===== src/rtl/instruction_fetch.sv =====
// Fetch stage: owns the PC, captures instruction memory data into an instruction
// register and hands it to decode over valid/ready, with stall, branch flush and halt.
module instruction_fetch #(
  parameter int                    ADDR_WIDTH  = 8,
  parameter int                    DATA_WIDTH  = 8,
  parameter logic [ADDR_WIDTH-1:0] RESET_PC    = '0,
  parameter logic [ADDR_WIDTH-1:0] LAST_ADDR   = 5,
  parameter logic [DATA_WIDTH-1:0] HALT_OPCODE = '1
) (
  input  logic                  clk,
  input  logic                  reset,
  input  logic                  start,
  output logic [ADDR_WIDTH-1:0] instruction_address,
  input  logic [DATA_WIDTH-1:0] instruction_data,
  input  logic                  branch_taken,
  input  logic [ADDR_WIDTH-1:0] branch_target,
  output logic [DATA_WIDTH-1:0] instr_out,
  output logic [ADDR_WIDTH-1:0] instr_pc,
  output logic                  instr_valid,
  input  logic                  decode_ready,
  output logic                  halted,
  output logic [7:0]            fetch_count
);

  typedef enum logic [1:0] {
    IDLE,
    RUN,
    HALTED
  } state_t;

  state_t                state_q;
  logic [ADDR_WIDTH-1:0] pc_q;
  logic [DATA_WIDTH-1:0] instr_q;
  logic [ADDR_WIDTH-1:0] ipc_q;
  logic                  valid_q;
  logic                  halted_q;
  logic [7:0]            count_q;

  logic slot_free;
  logic handshake;

  assign slot_free = !valid_q || decode_ready;
  assign handshake = valid_q && decode_ready;

  always_ff @(posedge clk) begin
    if (reset) begin
      state_q  <= IDLE;
      pc_q     <= RESET_PC;
      instr_q  <= '0;
      ipc_q    <= '0;
      valid_q  <= 1'b0;
      halted_q <= 1'b0;
      count_q  <= '0;
    end else begin
      // Handshake counting is independent of the redirect/capture decision below.
      if (handshake && (count_q != 8'hFF)) begin
        count_q <= count_q + 8'd1;
      end
      case (state_q)
        IDLE: begin
          if (start) begin
            state_q <= RUN;
          end
        end
        RUN: begin
          if (branch_taken) begin
            pc_q    <= branch_target;
            valid_q <= 1'b0;
          end else if (slot_free) begin
            instr_q <= instruction_data;
            ipc_q   <= pc_q;
            valid_q <= 1'b1;
            pc_q    <= pc_q + 1'b1;
            if ((instruction_data == HALT_OPCODE) || (pc_q == LAST_ADDR)) begin
              state_q  <= HALTED;
              halted_q <= 1'b1;
            end
          end
        end
        HALTED: begin
          if (handshake) begin
            valid_q <= 1'b0;
          end
        end
        default: begin
          state_q <= IDLE;
        end
      endcase
    end
  end

  assign instruction_address = pc_q;
  assign instr_out           = instr_q;
  assign instr_pc            = ipc_q;
  assign instr_valid         = valid_q;
  assign halted              = halted_q;
  assign fetch_count         = count_q;

endmodule


===== config.mk =====
export PLATFORM = sky130hd
export DESIGN_NAME = instruction_fetch
export DESIGN_NICKNAME = d
export VERILOG_FILES = /design/src/rtl/instruction_fetch.sv
export SDC_FILE = /design/constraint.sdc
export NUM_CORES = 1
export LEC_CHECK = 0
export ABC_CLOCK_PERIOD_IN_PS = 4300
export BUFFER_PORTS_ARGS = -buffer_cell sky130_fd_sc_hd__buf_2
export CAP_MARGIN = 20
export CORE_ASPECT_RATIO = 2
export CORE_UTILIZATION = 35
export DETAILED_ROUTE_END_ITERATION = 8
export SETUP_SLACK_MARGIN = 0.1
export SLEW_MARGIN = 20
export SYNTH_ARGS = -nofsm -noshare
export SYNTH_HDL_FRONTEND = slang
export SYNTH_SLANG_ARGS = --single-unit

===== constraint.sdc =====
create_clock -name clk -period 4.3 [get_ports clk]
set_clock_uncertainty 0.15 [all_clocks]
set_input_delay 0.215 -clock clk [delete_from_list [all_inputs] [get_ports clk]]
set_output_delay 0.215 -clock clk [all_outputs]
set_load 0.05 [all_outputs]

After elaboration in Yosys (flattened, before gate mapping) --
Cells that the tools add are included.
Operators by class: $add $sub $neg 2, eq/ne operators 11, multiplexer cells 11, bitwise logic cells 2, reductions and logical operators 13
Operators by type and width (count):
- 8-bit by 1-bit adder with 8-bit output, second input constant | 2
- 8-bit 2-to-1 mux | 2
- 2-bit inequality test, second input constant | 5
- 8-bit by 3-bit equality test with 1-bit output, second input constant | 1
- 8-bit equality test, second input constant | 1
- 2-bit 2-to-1 mux | 4
- 8-bit inequality test, second input constant | 1
- 2-bit case mux with 3 select lines | 1
- 3-bit AND reduction | 2
- 5-bit AND reduction | 1
- 4-bit AND reduction | 1
- 2-bit nonzero test | 2
- 1-bit 2-to-1 mux | 3
- 3-bit inequality test, second input constant | 1
- 2-bit by 1-bit equality test with 1-bit output, second input constant | 1
- 2-bit equality test, second input constant | 1
- 1-bit logical AND | 2
- 2-bit logical NOT | 1
- 1-bit logical OR | 2
- 1-bit NOT | 2
- 1-bit case mux with 2 select lines | 1
- 2-bit AND reduction | 1
- 1-bit logical NOT | 1
Storage, ports and cells: register bits after elaboration 36, input port bits 21, output and inout bits 34, word-level logic and storage cells 46

Depth between registers and ports, before layout --
Gate-level depths: netlist of the first run.
depth after elaboration 6, depth in mapped cells 6, mapped depth without buffers 6

Worst setup path after synthesis of the first run --
No wires, ideal clock.
path kind register to register, start point register pc_q[0], in the netlist instruction_address[0], end point register state_q[0], arrival time 1.830 ns, required time 4.019 ns, setup slack 2.190 ns, cell stages (with the launch flop) 6, path buffers 0, path through dfxtp_1 ha_1 or4b_1 nor4b_2 o2111a_1 nor4_1
On the way: longest elaborated chain between the ends 4
Ends and longest elaborated chain:
- start: declaration | RTL line 32 | logic [ADDR_WIDTH-1:0] pc_q;
- start signal: assignment | RTL line 67 | pc_q <= branch_target;
- start signal: assignment | RTL line 73 | pc_q <= pc_q + 1'b1;
- 8-bit by 3-bit equality test with 1-bit output | RTL line 74 | if ((instruction_data == HALT_OPCODE) || (pc_q == LAST_ADDR)) begin
- 1-bit logical OR | RTL line 74
- 2-bit inequality test (no line)
- 5-bit AND reduction (no line)
- end signal: assignment | RTL line 62 | state_q <= RUN;
- end signal: assignment | RTL line 75 | state_q <= HALTED;
- end signal: assignment | RTL line 86 | state_q <= IDLE;
- end: declaration | RTL line 31 | state_t state_q;
No other way between the ends. A chain may end at the register's enable or synchronous reset.

Final worst setup path of the first run --
start point register state_q[1], end point register halted_q, in the netlist halted
On the way: longest elaborated chain between the ends 2
Ends and longest elaborated chain:
- start signal: assignment | RTL line 47 | state_q <= IDLE;
- start signal: assignment | RTL line 62
- start signal: assignment | RTL line 75
- 2-bit by 1-bit equality test with 1-bit output | RTL line 59 | case (state_q)
- 4-bit AND reduction (no line)
- end signal: assignment | RTL line 52 | halted_q <= 1'b0;
- end signal: assignment | RTL line 76 | halted_q <= 1'b1;
- end: declaration | RTL line 36 | logic halted_q;
No other way between the ends.

==> run_results.csv, run 1 <==
group,metric,value,unit
timing,finalCriticalPeriod,2060,ps
timing,drv_slew,0,
synth,synth_seq_cells,36,
synth,ys_seq_area_share,43.6,%
floorplan,fp.dieArea,5010,um^2
min_path,min_path_cells,3,
layout,num_antenna_cells,0,
layout,drive_gt1_share,26.4,%
route,via_per_inst,5.19,
worst_setup_path,crit_fanout,17,
worst_setup_path,rrSetupSlack,2240,ps
power_and_ir_drop,pwr_density_cell,369,nW/um^2
worst_setup_path,r2r-end,"halted$_SDFFE_PP0P_",
clock_network,hold_buffers,0,
clock_network,cts_buffers,5,
layout,multi_input_area,866,um^2
place,place_congestion,0.795,
worst_setup_path,crit_chain,"and2b_1 -> and3_1 -> o21ai_1 -> a21oi_1",
synth,synth.top_cell.area_share,43.6,%
synth,synth_warnings,0,
worst_setup_path,required,4370,ps
place,portBuffers,54,
global_route,grt_use_total,17.2,%
global_route,grt_max_degree,39,
synth,synthTopCellsByCount,"dfxtp_1 (36), nor2_1 (29), mux2i_1 (18), nand2_1 (14), a21oi_1 (13)",
worst_setup_path,critPathArrivalTime,2120,ps
route,vias,1527,
floorplan,die_h,99.1,um
floorplan,core,4550,um^2
timing,slew_headroom,34.3,%
synth,yosysUniqueCellTypes,40,
layout,regArea,721,um^2
synth,synth_flop_cell,"dfxtp_1",
worst_setup_path,cp_slowest_cell,"and3_1",
clock_network,clk_latency,290,ps
clock_network,cts.sinks,36,
worst_setup_path,worstSetupPathType,"reg2reg",
worst_setup_path,cpPeakStageDelay,830,ps
clock_network,cts_max_level,2,
synth,synthTopCellsByArea,"dfxtp_1 (44%), mux2i_1 (11%), nor2_1 (6.6%)",
timing,max_freq,486,MHz
global_route,antenna_found_initial,0,
synth,syn-cell-area,1650,um^2
worst_setup_path,critPathLaunchType,"flip-flop",
synth,yosys.area.top_type,"dfxtp_1",
synth,synth.most_common_cell,"dfxtp_1",
clock_network,cts_tree,"done",
synth,synth_edf_count,0,
layout,layout.cells.non_filler,294,
route,ant_nets,0,
route,wire_per_inst,13.8,um
route,routed_wl,4050,um
worst_setup_path,crit_family,"simple AND/OR/NAND/NOR gates",
synth,synth_fp_nets,211,
clock_network,clockBufferDepth,2,
layout,area_growth,24.2,%
timing,worstMarginPinSlew,985,ps
timing,hold_viol,0,
timing,setup_viol,0,
run,cap_violations,0,
clock_network,cts_setup_buffers,0,
clock_network,root_buffer,"clkbuf_8",
worst_setup_path,crit_buf_inv,0,
synth,syn_avg_cell_area,8.83,um^2
route,first_pass_iters,4,
global_route,grt_pass1_vias,1441,
route,drt_iter0_drc,28,
timing,fin_setup_tns,0,ps
layout,nNetsFinal,262,
synth,synthCells,187,
layout,filler_cell_count,510,
worst_setup_path,crit-reg2reg-launch,"state_q[1]$_SDFFE_PP0P_",
min_path,hold_path_end,"instr_out[6]$_SDFFE_PP0P_",
floorplan,die_w,50.6,um
place,placed_cells,286,
worst_setup_path,worstSetupEndpointType,"flip-flop",
global_route,grt_pass1_wl,6470,um
layout,final_area,2050,um^2
floorplan,num_io_pins,55,
timing,finalCritPeriodShare,47.8,%
clock_network,cts_resized,0,
place,hpwlAfterDp,2910,um
worst_setup_path,reg2reg_depth,4,
power_and_ir_drop,ir_worst_vdd,0.245,mV
synth,async_reset_ff_share,0,%
global_route,overflow,0,
status,status,"finished, final reports clean",
floorplan,rows,35,
timing,grt_setup_unrepaired,"false",
min_path,hold_class,"in2reg",
floorplan,start_util,36.3,%
clock_network,clk_pin_slew,70,ps
min_path,hold_start,"instruction_data[6]",
place,placed_cell_area,1940,um^2
route,drc,0,
power_and_ir_drop,p_leak,0.878,nW
[placed cells by master, fill, tap and decap left out, types with 5 or more instances in the layout]
master	instances
buf_2	54
dfxtp_1	36
nor2_1	29
mux2i_1	18
nand2_1	14
a21oi_1	13
o21ai_1	7
inv_1	5
xnor2_1	5
clkbuf_8	5
[how the worst max path moves through the flow]
| stage | slack, ps | endpoint | depth (start not counted) | start |
|---|---|---|---|---|
| finish | 2240 | halted$_SDFFE_PP0P_ | 4 | state_q[1]$_SDFFE_PP0P_ |
| global route | 2060 | halted$_SDFFE_PP0P_ | 4 | state_q[0]$_SDFFE_PP0P_ |
| CTS | 2210 | halted$_SDFFE_PP0P_ | 4 | state_q[0]$_SDFFE_PP0P_ |
| detailed placement | 2180 | halted$_SDFFE_PP0P_ | 5 | branch_taken |
| global placement | 2220 | halted$_SDFFE_PP0P_ | 5 | branch_taken |
| floorplan | 2190 | state_q[0]$_SDFFE_PP0P_ | 5 | instruction_address[0]$_SDFFE_PP0P_ |
[sequential cells by signal, summed over array words and instances (netlist names)]
signal	cells
instr_valid	1
halted	1
instruction_address	8
instr_out	8
state_q	2
fetch_count	8
instr_pc	8
[worst min-delay path, delay by kind of cell]
family	cells	cell delay [ps]
and+or+nand+nor	1	70
buffers and inverters	1	90
muxes	1	60
[layer usage]
metal	up-vias	global-route usage (%)	wire length (um)
met4	0	12.2	161
met5	-	0	0
li1	764	-	-
met2	46	28.5	2130
met1	703	19.0	1600
met3	14	3.21	160
[layout make-up]
cell class | count | share of cell area, %
multi-input cells | 136 | 42.2
flip-flops and latches | 36 | 35.1
repair buffers | 54 | 13.2
clock buffers | 6 | 3.54
well taps | 55 | 3.35
clock inverters | 2 | 1.71
inverters | 5 | 0.915
[logic make-up (layout without fill, tap and decap cells)]
kind of cell               Yosys count  after routing  share of synthesized area (%)
xor gates and xnor gates             5              5                           2.65
AOI/OAI and AO/OA                   40             40                           15.5
muxes                               18             18                           10.9
adders and majority gates            3              3                           2.27
and+or+nand+nor                     70             70                           21.1
buffers and inverters               15             67                           3.94
DFF                                 36             36                           43.6
[power breakdown]
part           internal (W)  total, W  leakage (nW)  switching, W
Sequential         0.000344  0.000357         0.292     0.0000127
Combinational     0.0000320  0.000103         0.531     0.0000713
Clock              0.000172  0.000296        0.0552      0.000124
Total              0.000548  0.000756         0.878      0.000208
[metrics by stage]
stage	setup slack [ps]	power (W)	hold slack [ps]	utilization, %
floorplan	2190	0.000438	212	-
global placement	2220	0.000468	283	42.7
detailed placement	2180	0.000469	293	42.7
CTS	2210	0.000767	17.5	45.1
finish	2240	0.000756	27.5	45.1
global route	2060	0.000789	41.2	45.1
(Power assumes the default switching activity.)
==> inputs of run 2 (changes only) <==
--- a/config.mk
+++ b/config.mk
@@ -5,7 +5,7 @@
 export SDC_FILE = /design/constraint.sdc
 export NUM_CORES = 1
 export LEC_CHECK = 0
-export ABC_CLOCK_PERIOD_IN_PS = 4300
+export ABC_CLOCK_PERIOD_IN_PS = 1800
 export BUFFER_PORTS_ARGS = -buffer_cell sky130_fd_sc_hd__buf_2
 export CAP_MARGIN = 20
 export CORE_ASPECT_RATIO = 2
==> constraint.sdc (replaced) <==
create_clock -name clk -period 1.8 [get_ports clk]
set_clock_uncertainty 0.15 [all_clocks]
set_input_delay 0.09 -clock clk [delete_from_list [all_inputs] [get_ports clk]]
set_output_delay 0.09 -clock clk [all_outputs]
set_load 0.05 [all_outputs]
==> run_results.csv, run 2 (synthesis results as in run 1) <==
group,metric,value,unit
timing,finalCriticalPeriod,1730,ps
layout,nNetsFinal,282,
worst_setup_path,crit_chain,"inv_2 -> ha_4 -> or4b_4 -> nor4b_4 -> o2111a_1 -> nor4_1",
clock_network,cts_max_level,2,
worst_setup_path,crit_buf_inv,1,
layout,num_antenna_cells,0,
clock_network,clk_pin_slew,80,ps
timing,finalCritPeriodShare,96.2,%
timing,max_freq,577,MHz
route,ant_nets,0,
global_route,grt_pass1_wl,6780,um
worst_setup_path,crit_family,"simple AND/OR/NAND/NOR gates",
status,violations,"design-rule violations",
worst_setup_path,cp_slowest_cell,"or4b_4",
floorplan,core,4550,um^2
layout,multi_input_area,906,um^2
global_route,overflow,0,
route,via_per_inst,5.03,
global_route,antenna_found_initial,0,
clock_network,clockBufferDepth,2,
route,drt_iter0_drc,22,
worst_setup_path,required,1830,ps
timing,hold_viol,0,
global_route,grt_use_total,18.5,%
timing,layout_setup_ws,68.3,ps
clock_network,cts_buffers,5,
layout,regArea,743,um^2
place,placed_cell_area,2030,um^2
route,vias,1578,
worst_setup_path,critPathArrivalTime,1760,ps
layout,layout_common_cells,"buf_2 (54), nor2_1 (29), dfxtp_1 (22)",
power_and_ir_drop,ir_worst_vdd,0.555,mV
route,wire_per_inst,13.4,um
timing,worstMarginPinSlew,391,ps
clock_network,clk_latency,290,ps
layout,filler_cell_count,469,
place,portBuffers,54,
worst_setup_path,worstSetupEndpointType,"flip-flop",
route,first_pass_iters,5,
place,post-place-ws,44.4,ps
route,routed_wl,4220,um
layout,final_area,2320,um^2
floorplan,num_io_pins,55,
power_and_ir_drop,pwr_density_cell,800,nW/um^2
clock_network,cts_setup_buffers,0,
timing,slew_headroom,73.8,%
clock_network,root_buffer,"clkbuf_8",
min_path,hold_class,"in2reg",
worst_setup_path,critPathLaunchType,"flip-flop",
floorplan,die_w,50.6,um
layout,area_growth,40.3,%
global_route,grt_max_degree,22,
layout,drive_gt1_share,34.4,%
global_route,grt_pass1_vias,1437,
power_and_ir_drop,p_leak,0.981,nW
clock_network,cts.sinks,36,
place,place_congestion,0.829,
route,drc,2,
status,status,"complete, but fails checks",
clock_network,cts_tree,"done",
layout,final_common_cell,"buf_2",
worst_setup_path,crit_fanout,6,
run,cap_violations,0,
timing,drv_slew,0,
floorplan,start_util,36.3,%
timing,grt_setup_unrepaired,"true",
worst_setup_path,worstSetupPathType,"reg2reg",
floorplan,die_h,99.1,um
place,hpwlAfterDp,3050,um
floorplan,rows,35,
timing,setup_viol,0,
floorplan,fp.dieArea,5010,um^2
worst_setup_path,cpPeakStageDelay,460,ps
## run 2: cell types whose count changed in the layout (fill, tap and decap cells not counted), moves of 2 or more
cell	change
dfxtp_2	+12
dfxtp_4	+2
dlygate4sd3_1	+15
buf_4	+4
dfxtp_1	-14
## run 2: cell type report
| cell class | count | share of cell area [%] |
|---|---|---|
| Clock buffer | 5 | 2.97 |
| Clock inverter | 3 | 1.78 |
| Timing Repair Buffer | 74 | 20.3 |
| Sequential cell | 36 | 32.1 |
| Tap cell | 55 | 2.97 |
| Multi-Input combinational cell | 136 | 39.1 |
| Inverter | 5 | 0.810 |
## run 2: final timing paths
kind,start,to,slack [ps],cells after the start
setup / recovery,instruction_address[1]$_SDFFE_PP0P_,state_q[0]$_SDFFE_PP0P_,70,6
hold / removal,branch_target[7],instruction_address[7]$_SDFFE_PP0P_,20,4
setup reg to reg,instruction_address[1]$_SDFFE_PP0P_,state_q[0]$_SDFFE_PP0P_,70,6
hold reg to reg,halted$_SDFFE_PP0P_,halted$_SDFFE_PP0P_,300,2
## run 2: layer usage
layer	vias to the layer above	global-route usage, %	part of all wire [%]
li1	806	-	-
met5	-	0	0
met2	35	34.1	56
met1	728	18.4	38
met4	0	9.83	2.6
met3	9	3.98	3.4
## run 2: stage by stage
stage                     hold WS (ps)  setup TNS [ps]  cells  power [W]  utilization (%)
after CTS                         10.1               0    314    0.00189             50.7
after global routing              22.4           -4.46    314    0.00196             50.9
after detailed placement           200               0    291    0.00114             44.7
after global placement             193               0    291    0.00114             44.7
final                             17.3               0    314    0.00185             50.9
after floorplan                   87.2               0    187    0.00105                -
## run 2: worst register-to-register path, cell delays in order (launching register included)
cell	delay (ps)
dfxtp_4	360
inv_2	60
ha_4	100
or4b_4	460
nor4b_4	240
o2111a_1	200
nor4_1	40
## run 2: timing repair
action / in CTS / in global routing
hold buffers: 15 / 0
gates resized for setup: 2 / 2
pin swaps: 2 / 1
endpoints found under the hold margin: 15 / 0
setup endpoints to repair: 3 / 5
## run 2: report_power, final
| group | internal (W) | switching [W] | leakage (nW) | total [W] |
|---|---|---|---|---|
| clock network | 0.000411 | 0.000300 | 0.0585 | 0.000711 |
| logic | 0.000110 | 0.000181 | 0.624 | 0.000291 |
| registers | 0.000823 | 0.0000308 | 0.299 | 0.000854 |
